## src/rtl/inverse_clarke_if.sv

```systemverilog
// Handshake and data bundle for the inverse Clarke stage.
// The master drives alpha/beta/start. The slave (the transform) returns
// ready, the three phase results and the done pulse.
interface inverse_clarke_if #(
    parameter int D_WIDTH = 18
);
    logic signed [D_WIDTH-1:0] alpha;
    logic signed [D_WIDTH-1:0] beta;
    logic                      start;
    logic                      ready;
    logic signed [D_WIDTH-1:0] a;
    logic signed [D_WIDTH-1:0] b;
    logic signed [D_WIDTH-1:0] c;
    logic                      done;

    modport master (
        output alpha,
        output beta,
        output start,
        input  ready,
        input  a,
        input  b,
        input  c,
        input  done
    );

    modport slave (
        input  alpha,
        input  beta,
        input  start,
        output ready,
        output a,
        output b,
        output c,
        output done
    );
endinterface

```

## src/rtl/inverse_clarke.sv

```systemverilog
// Sequential inverse Clarke transform (alpha, beta) -> (a, b, c), signed fixed point.
//   a = alpha
//   b = -alpha/2 + K*beta
//   c = -alpha/2 - K*beta,  K = round(sqrt(3)/2 * 2^Q_BITS)
// One constant multiply is shared across an IDLE -> MUL -> SUM sequence, so a
// conversion takes three cycles from accept to done.
// Optional macro INVERSE_CLARKE_SAT_EN: clamp b/c to the D_WIDTH signed range
// instead of wrapping them to the low D_WIDTH bits.
module inverse_clarke #(
    parameter int D_WIDTH = 18,
    parameter int Q_BITS  = 15
) (
    input  logic                clk,
    input  logic                rst,
    inverse_clarke_if.slave     bus
);

    localparam int K_W    = D_WIDTH + Q_BITS;
    localparam int PROD_W = D_WIDTH + K_W;
    localparam int WIDE_W = D_WIDTH + 2;

    // sqrt(3)/2 in Q_BITS fractional bits, rounded to nearest.
    localparam logic signed [K_W-1:0]    SQRT3_DIV_2 =
        K_W'($rtoi(0.8660254 * (2.0 ** Q_BITS) + 0.5));
    localparam logic signed [PROD_W-1:0] K_EXT = PROD_W'(SQRT3_DIV_2);

    typedef enum logic [1:0] {
        ST_IDLE = 2'd0,
        ST_MUL  = 2'd1,
        ST_SUM  = 2'd2
    } state_t;

    // Reduce a widened sum back to the port width (clamp or wrap).
    function automatic logic signed [D_WIDTH-1:0] reduce_f(
        input logic signed [WIDE_W-1:0] v
    );
`ifdef INVERSE_CLARKE_SAT_EN
        logic signed [WIDE_W-1:0] max_v;
        logic signed [WIDE_W-1:0] min_v;
        max_v = (WIDE_W)'((64'sd1 <<< (D_WIDTH - 1)) - 64'sd1);
        min_v = (WIDE_W)'(-(64'sd1 <<< (D_WIDTH - 1)));
        if (v > max_v) begin
            return D_WIDTH'(max_v);
        end else if (v < min_v) begin
            return D_WIDTH'(min_v);
        end else begin
            return D_WIDTH'(v);
        end
`else
        return D_WIDTH'(v);
`endif
    endfunction

    state_t                    state_r;
    logic signed [D_WIDTH-1:0] alpha_r;
    logic signed [D_WIDTH-1:0] beta_r;
    logic signed [D_WIDTH:0]   p_r;
    logic signed [D_WIDTH-1:0] a_r;
    logic signed [D_WIDTH-1:0] b_r;
    logic signed [D_WIDTH-1:0] c_r;
    logic                      ready_r;
    logic                      done_r;

    logic signed [PROD_W-1:0]  beta_ext_s;
    logic signed [D_WIDTH:0]   p_next_s;
    logic signed [WIDE_W-1:0]  p_ext_s;
    logic signed [WIDE_W-1:0]  h_s;
    logic signed [WIDE_W-1:0]  b_wide_s;
    logic signed [WIDE_W-1:0]  c_wide_s;
    logic signed [D_WIDTH-1:0] b_next_s;
    logic signed [D_WIDTH-1:0] c_next_s;

    // Datapath: scaled beta product (floor shift) and the two half-alpha sums.
    always_comb begin
        beta_ext_s = {{(PROD_W - D_WIDTH){beta_r[D_WIDTH-1]}}, beta_r};
        // Product fits PROD_W exactly; the arithmetic shift floors toward -inf.
        p_next_s   = (D_WIDTH + 1)'((beta_ext_s * K_EXT) >>> Q_BITS);
        p_ext_s    = {p_r[D_WIDTH], p_r};
        h_s        = $signed({{2{alpha_r[D_WIDTH-1]}}, alpha_r}) >>> 1;
        b_wide_s   = p_ext_s - h_s;
        c_wide_s   = -p_ext_s - h_s;
        b_next_s   = reduce_f(b_wide_s);
        c_next_s   = reduce_f(c_wide_s);
    end

    // Control FSM with registered handshake and result outputs.
    always_ff @(posedge clk) begin
        if (rst) begin
            state_r <= ST_IDLE;
            alpha_r <= {D_WIDTH{1'b0}};
            beta_r  <= {D_WIDTH{1'b0}};
            p_r     <= {(D_WIDTH + 1){1'b0}};
            a_r     <= {D_WIDTH{1'b0}};
            b_r     <= {D_WIDTH{1'b0}};
            c_r     <= {D_WIDTH{1'b0}};
            ready_r <= 1'b1;
            done_r  <= 1'b0;
        end else begin
            case (state_r)
                ST_IDLE: begin
                    done_r <= 1'b0;
                    if (bus.start) begin
                        alpha_r <= bus.alpha;
                        beta_r  <= bus.beta;
                        ready_r <= 1'b0;
                        state_r <= ST_MUL;
                    end else begin
                        ready_r <= 1'b1;
                        state_r <= ST_IDLE;
                    end
                end
                ST_MUL: begin
                    p_r     <= p_next_s;
                    done_r  <= 1'b0;
                    ready_r <= 1'b0;
                    state_r <= ST_SUM;
                end
                ST_SUM: begin
                    a_r     <= alpha_r;
                    b_r     <= b_next_s;
                    c_r     <= c_next_s;
                    done_r  <= 1'b1;
                    ready_r <= 1'b1;
                    state_r <= ST_IDLE;
                end
                default: begin
                    done_r  <= 1'b0;
                    ready_r <= 1'b1;
                    state_r <= ST_IDLE;
                end
            endcase
        end
    end

    assign bus.ready = ready_r;
    assign bus.done  = done_r;
    assign bus.a     = a_r;
    assign bus.b     = b_r;
    assign bus.c     = c_r;

endmodule

```

## src/flat_wrapper.sv

```systemverilog
// flat-port wrapper written by rule: the top's interface ports become plain ports
module inverse_clarke_flat 
#(
    parameter int D_WIDTH = 18,
    parameter int Q_BITS  = 15
)
  (clk, rst, bus_alpha, bus_beta, bus_start, bus_ready, bus_a, bus_b, bus_c, bus_done);
  inverse_clarke_if #(.D_WIDTH(D_WIDTH)) bus_i ();
  input  logic clk;
  input  logic rst;
  input wire logic [$bits(bus_i.alpha)-1:0] bus_alpha;
  input wire logic [$bits(bus_i.beta)-1:0] bus_beta;
  input wire logic [$bits(bus_i.start)-1:0] bus_start;
  output wire logic [$bits(bus_i.ready)-1:0] bus_ready;
  output wire logic [$bits(bus_i.a)-1:0] bus_a;
  output wire logic [$bits(bus_i.b)-1:0] bus_b;
  output wire logic [$bits(bus_i.c)-1:0] bus_c;
  output wire logic [$bits(bus_i.done)-1:0] bus_done;
  assign bus_i.alpha = bus_alpha;
  assign bus_i.beta = bus_beta;
  assign bus_i.start = bus_start;
  assign bus_ready = bus_i.ready;
  assign bus_a = bus_i.a;
  assign bus_b = bus_i.b;
  assign bus_c = bus_i.c;
  assign bus_done = bus_i.done;
  inverse_clarke #(.D_WIDTH(D_WIDTH), .Q_BITS(Q_BITS)) u_core (.clk(clk), .rst(rst), .bus(bus_i));
endmodule
```

## config.mk

```make
export PLATFORM = sky130hd
export DESIGN_NAME = inverse_clarke_flat
export DESIGN_NICKNAME = d
export VERILOG_FILES = /design/src/rtl/inverse_clarke_if.sv /design/src/rtl/inverse_clarke.sv /design/src/flat_wrapper.sv
export SDC_FILE = /design/constraint.sdc
export NUM_CORES = 1
export LEC_CHECK = 0
export ABC_AREA = 1
export CAP_MARGIN = 20
export CORE_MARGIN = 3
export CORE_UTILIZATION = 65
export CTS_CLUSTER_DIAMETER = 200
export CTS_CLUSTER_SIZE = 14
export DETAILED_ROUTE_END_ITERATION = 7
export DONT_BUFFER_PORTS = 1
export GPL_TIMING_DRIVEN = 0
export PLACE_DENSITY = 0.86
export SETUP_SLACK_MARGIN = 0.3
export SLEW_MARGIN = 20
export SYNTH_ARGS = -nofsm -noshare
export SYNTH_HDL_FRONTEND = slang
export SYNTH_SLANG_ARGS = --single-unit
```

## constraint.sdc

```tcl
create_clock -name clk -period 5.56 [get_ports clk]
set_input_delay 0 -clock clk [delete_from_list [all_inputs] [get_ports clk]]
set_output_delay 0 -clock clk [all_outputs]
set_load 0.05 [all_outputs]
```

# [After elaboration in Yosys (flattened, before gate mapping)]
# Cells that the tools add are included.
[classes] add_sub_neg=3 mul=1 eq_ne=2 mux=5 n_reduce_logical=2
[ops] operator="subtractor 18 x 17 -> 18 bit" count=2
[ops] operator="multiplier 18 x 15 -> 32 bit (second input constant)" count=1
[ops] operator="negation 18 bit" count=1
[ops] operator="case mux 2 bit (2 select lines)" count=1
[ops] operator="two-way mux 1 bit" count=3
[ops] operator="== test 2 x 1 -> 1 bit (second input constant)" count=1
[ops] operator="== test 2 bit (second input constant)" count=1
[ops] operator="logical NOT 2 bit" count=1
[ops] operator="case mux 1 bit (2 select lines)" count=1
[ops] operator="AND reduction 2 bit" count=1
[totals] ff_bits=112 wordCells=22

# [Depth between registers and ports, before layout]
[depth] word_depth=2 ltp_mapped=25 mapped_depth_nobuf=25

# [Least setup slack after synthesis]
# Ideal clock, no wire load.
[synth_timing] kind="register -> register" start="register u_core.beta_r[17]" end="register u_core.p_r[15]" setup_ps=109 t_arrival_ps=4727 required_time_ps=5451 path_slack_ps=724 stages_incl_launch_ff=23 path_buffers=0 period_less_slack_ps=4836 cell_sequence="dfxtp_1 ha_1 inv_1 fa_1 fa_1 fa_1 fa_1 inv_1 fa_1 inv_1 ha_1 nand2_1 inv_1 nand2_1 nand3_1 nand2_1 nand2_1 a21oi_1 nand2_1 nand2_1 nand3_1 nand2_1 inv_1"
[synth_between] elab_chain_cells=1
[synth_lines] item="from (decl)" line="inverse_clarke.sv:56" source="logic signed [D_WIDTH-1:0] beta_r;"
[synth_lines] item="from (signal assigned)" line="inverse_clarke.sv:91" source="beta_r <= {D_WIDTH{1'b0}};"
[synth_lines] item="from (signal assigned)" line="inverse_clarke.sv:104" source="beta_r <= bus.beta;"
[synth_lines] item="multiplier 18 x 15 -> 32 bit" line="inverse_clarke.sv:77" source="p_next_s = (D_WIDTH + 1)'((beta_ext_s * K_EXT) >>> Q_BITS);"
[synth_lines] item="to (signal assigned)" line="inverse_clarke.sv:92" source="p_r <= {(D_WIDTH + 1){1'b0}};"
[synth_lines] item="to (signal assigned)" line="inverse_clarke.sv:113" source="p_r <= p_next_s;"
[synth_lines] item="to (decl)" line="inverse_clarke.sv:57" source="logic signed [D_WIDTH:0] p_r;"
# Every way passes these cells.
# A chain may end at the register's enable or synchronous reset.

# [Final worst setup path]
[layout_timing] start="register u_core.beta_r[12]" end="register u_core.p_r[15]"
# The elaborated chain is that of the path after synthesis.

==> impl_metrics.ini <==
[cts]
cts_sinks = 111
cts_tree = built
cts_setup_buffers = 0
clock_path_buffers = 2
cts_htree_levels = 3
cts_root_buffer = clkbuf_16
clk_pin_slew_ns = 0.09
cts_made_buffers = 9
clk-insertion-delay-late_ns = 0.37

[setup_path]
start_kind = flip-flop
reg2reg_setup_slack_ns = 0.50
arrival_ns = 5.34
cp-end-kind = flip-flop
worst-path-max-fanout = 5
required_ns = 5.84
crit_type = reg -> reg

[die]
die-area_mm2 = 0.0207
ios = 95
die_x_um = 144
num_rows = 49
core_area_mm2 = 0.0183
die-height_um = 144
initial_utilization_pct = 67.5

[logic_synthesis]
yosysWarnings = 0
ys_seq_area_share_pct = 18.0
syn_area_per_cell_um2 = 7.49
synth_flop_cell = dfxtp_1
synth_area_leaders = fa_1, dfxtp_1, ha_1, inv_1, nand2_1
synth_top_area_share_pct = 21.8
synth_edf_count = 0
syn_nets = 1977
synth-async-reset-ratio_pct = 0
syn_area_mm2 = 0.0123
synth_area_leader_cell = fa_1
ys_ff_latch = 111
ys_types = 40
postSynthCellCount = 1646

[sta]
hold_violations = 0
timing.setup.tns_ns = 0
grt_setup_unrepaired = true
slew_headroom_pct = 43.3
layout_setup_ws_ns = 0.495
slew_viol_final = 0
period_needed_ns = 5.06
setup_violations = 0
finalClockSkew_ns = 0.0115
fin_crit_sh_pct = 91.1
fmax_mhz = 197
tightest_slew_ns = 0.851

[drt]
wl_per_cell_um = 17.8
vias_per_cell = 5.66
vias = 10918
drt_iter0_drc = 1017
drc_errors = 0
wl_mm = 34.4
final_antenna_net_count = 0
firstDrtPassIters = 6

[job]
max_cap_violations = 0

[grt]
gr-usage-all-layers_pct = 34.2
overflow = 0
met1_usage_pct = 47.5
grt_first_pass_wirelength_mm = 54.8
grt_pass1_vias = 10946
met2_usage_pct = 54.2
grt_antenna_before_repair = 1
use_met3_pct = 8.09
grt_max_degree = 24
busiest_layer = met2

[placed_design]
dp.cells = 1875
dp.final_hpwl_mm = 27.2
numPortBuffers = 0
place.gp.congestion = 0.972
post-place-ws_ns = 0.0716

[run_status]
status = completed

[cells_and_area]
nFillCells = 1501
area_delta_synth_final_pct = 8.65
fin_cells = 1929
fin_nets = 2025
drive_above_1_share_pct = 6.00
seq_area_mm2 = 0.00224
multi_input_area_mm2 = 0.00860

[min_path]
hold_class = in -> reg
## through the flow
stage	util (%)	instance area (µm²)	hold WS (ns)
after detailed placement	69.0	12600	0.144
after floorplan	-	12300	0.104
after global placement	69.0	12600	0.145
after CTS	72.8	13300	0.0906
after global routing	73.3	13400	0.182
final	73.3	13400	0.148
## synth_stat cells, types with 6 or more instances
cell type / number
inv_1: 377
nand2_1: 269
nor2_1: 166
ha_1: 158
fa_1: 134
dfxtp_1: 111
a21oi_1: 103
o21ai_0: 99
nand3_1: 80
clkbuf_1: 21
xor2_1: 16
nand4_1: 13
buf_2: 10
nor2_2: 9
o21bai_1: 9
a21o_1: 8
nand2_2: 8
a21oi_2: 6
## critical path, cell delays in order, from the launching register on
cell     delay [ns]
dfxtp_2        0.38
ha_1           0.28
inv_1          0.10
fa_1           0.60
inv_1          0.08
fa_1           0.57
fa_1           0.45
fa_1           0.54
inv_1          0.06
fa_1           0.51
inv_1          0.05
ha_2           0.35
nand2_1        0.14
nor2_4         0.15
nand2_1        0.07
inv_1          0.12
nand3_1        0.19
nand3_1        0.14
nand3_1        0.08
nand2_1        0.09
inv_1          0.04
## layout by cell type, fill, tap and decap left out, types with 5 or more instances in the layout
master         synthesis  routed
inv_1                377     376
nand2_1              269     266
nor2_1               166     163
ha_1                 158     147
fa_1                 134     134
a21oi_1              103     100
dfxtp_1              111     100
o21ai_0               99      99
nand3_1               80      80
dlygate4sd3_1          0      37
clkbuf_1              21      21
xor2_1                16      16
nand4_1               13      13
nand2_2                8      11
nor2_2                 9      11
buf_2                 10      10
ha_2                   0      10
o21bai_1               9       9
a21oi_2                6       9
clkbuf_16              0       9
a21o_1                 8       8
dfxtp_2                0       8
inv_2                  5       6
xnor2_1                5       5
a31oi_1                5       5
## flip-flops by register name, indices dropped and copies added (netlist names)
name              cells
u_core.alpha_r       18
u_core.beta_r        18
u_core.bus.a         18
u_core.bus.b         17
u_core.bus.c         18
u_core.bus.done       1
u_core.bus.ready      1
u_core.p_r           18
u_core.state_r        2
## per-layer routing
layer | part of all wire [%] | up-vias
li1 | - | 5175
met1 | 43 | 5163
met2 | 45 | 516
met3 | 10 | 64
met4 | 2.5 | 0
met5 | 0 | -
## timing repair
action | CTS | global route
endpoints found under the hold margin | 38 | 0
pin swaps | 0 | 3
hold buffers | 37 | 0
resized for setup | 2 | 35
setup endpoints to repair | 11 | 13
## layout make-up
cell class                      instances  share of cell area (%)
Multi-Input combinational cell       1119                    64.2
Sequential cell                       111                    16.7
Inverter                              383                    10.7
Timing Repair Buffer                   37                    2.77
Tap cell                              229                    2.14
Clock buffer                            9                    1.68
Buffer                                 33                    1.06
Clock inverter                          7                   0.682
Antenna cell                            1                  0.0187
## final timing paths
kind                                        start                 to  cells past startpoint
worst min register to register  u_core.beta_r[14]  u_core.beta_r[14]                      2
worst min-delay path                    bus_start   u_core.beta_r[3]                      4
worst max register to register  u_core.beta_r[12]     u_core.p_r[15]                     20
worst max-delay path            u_core.beta_r[12]     u_core.p_r[15]                     20
## cell families (layout without fill, tap and decap cells)
| kind of cell | count (synthesis) | after routing | share of synthesized area [%] |
|---|---|---|---|
| buf+inv | 416 | 469 | 12.8 |
| simple gates | 564 | 564 | 19.2 |
| fa+ha+maj | 292 | 292 | 37.8 |
| other cells | 0 | 1 | 0 |
| flops | 111 | 111 | 18.0 |
| compound gates | 242 | 242 | 10.7 |
| xor+xnor | 21 | 21 | 1.49 |
Power is left out: the tool's default activity adds up to more than one toggle a clock period on the data nets, which glitch-free logic cannot reach.
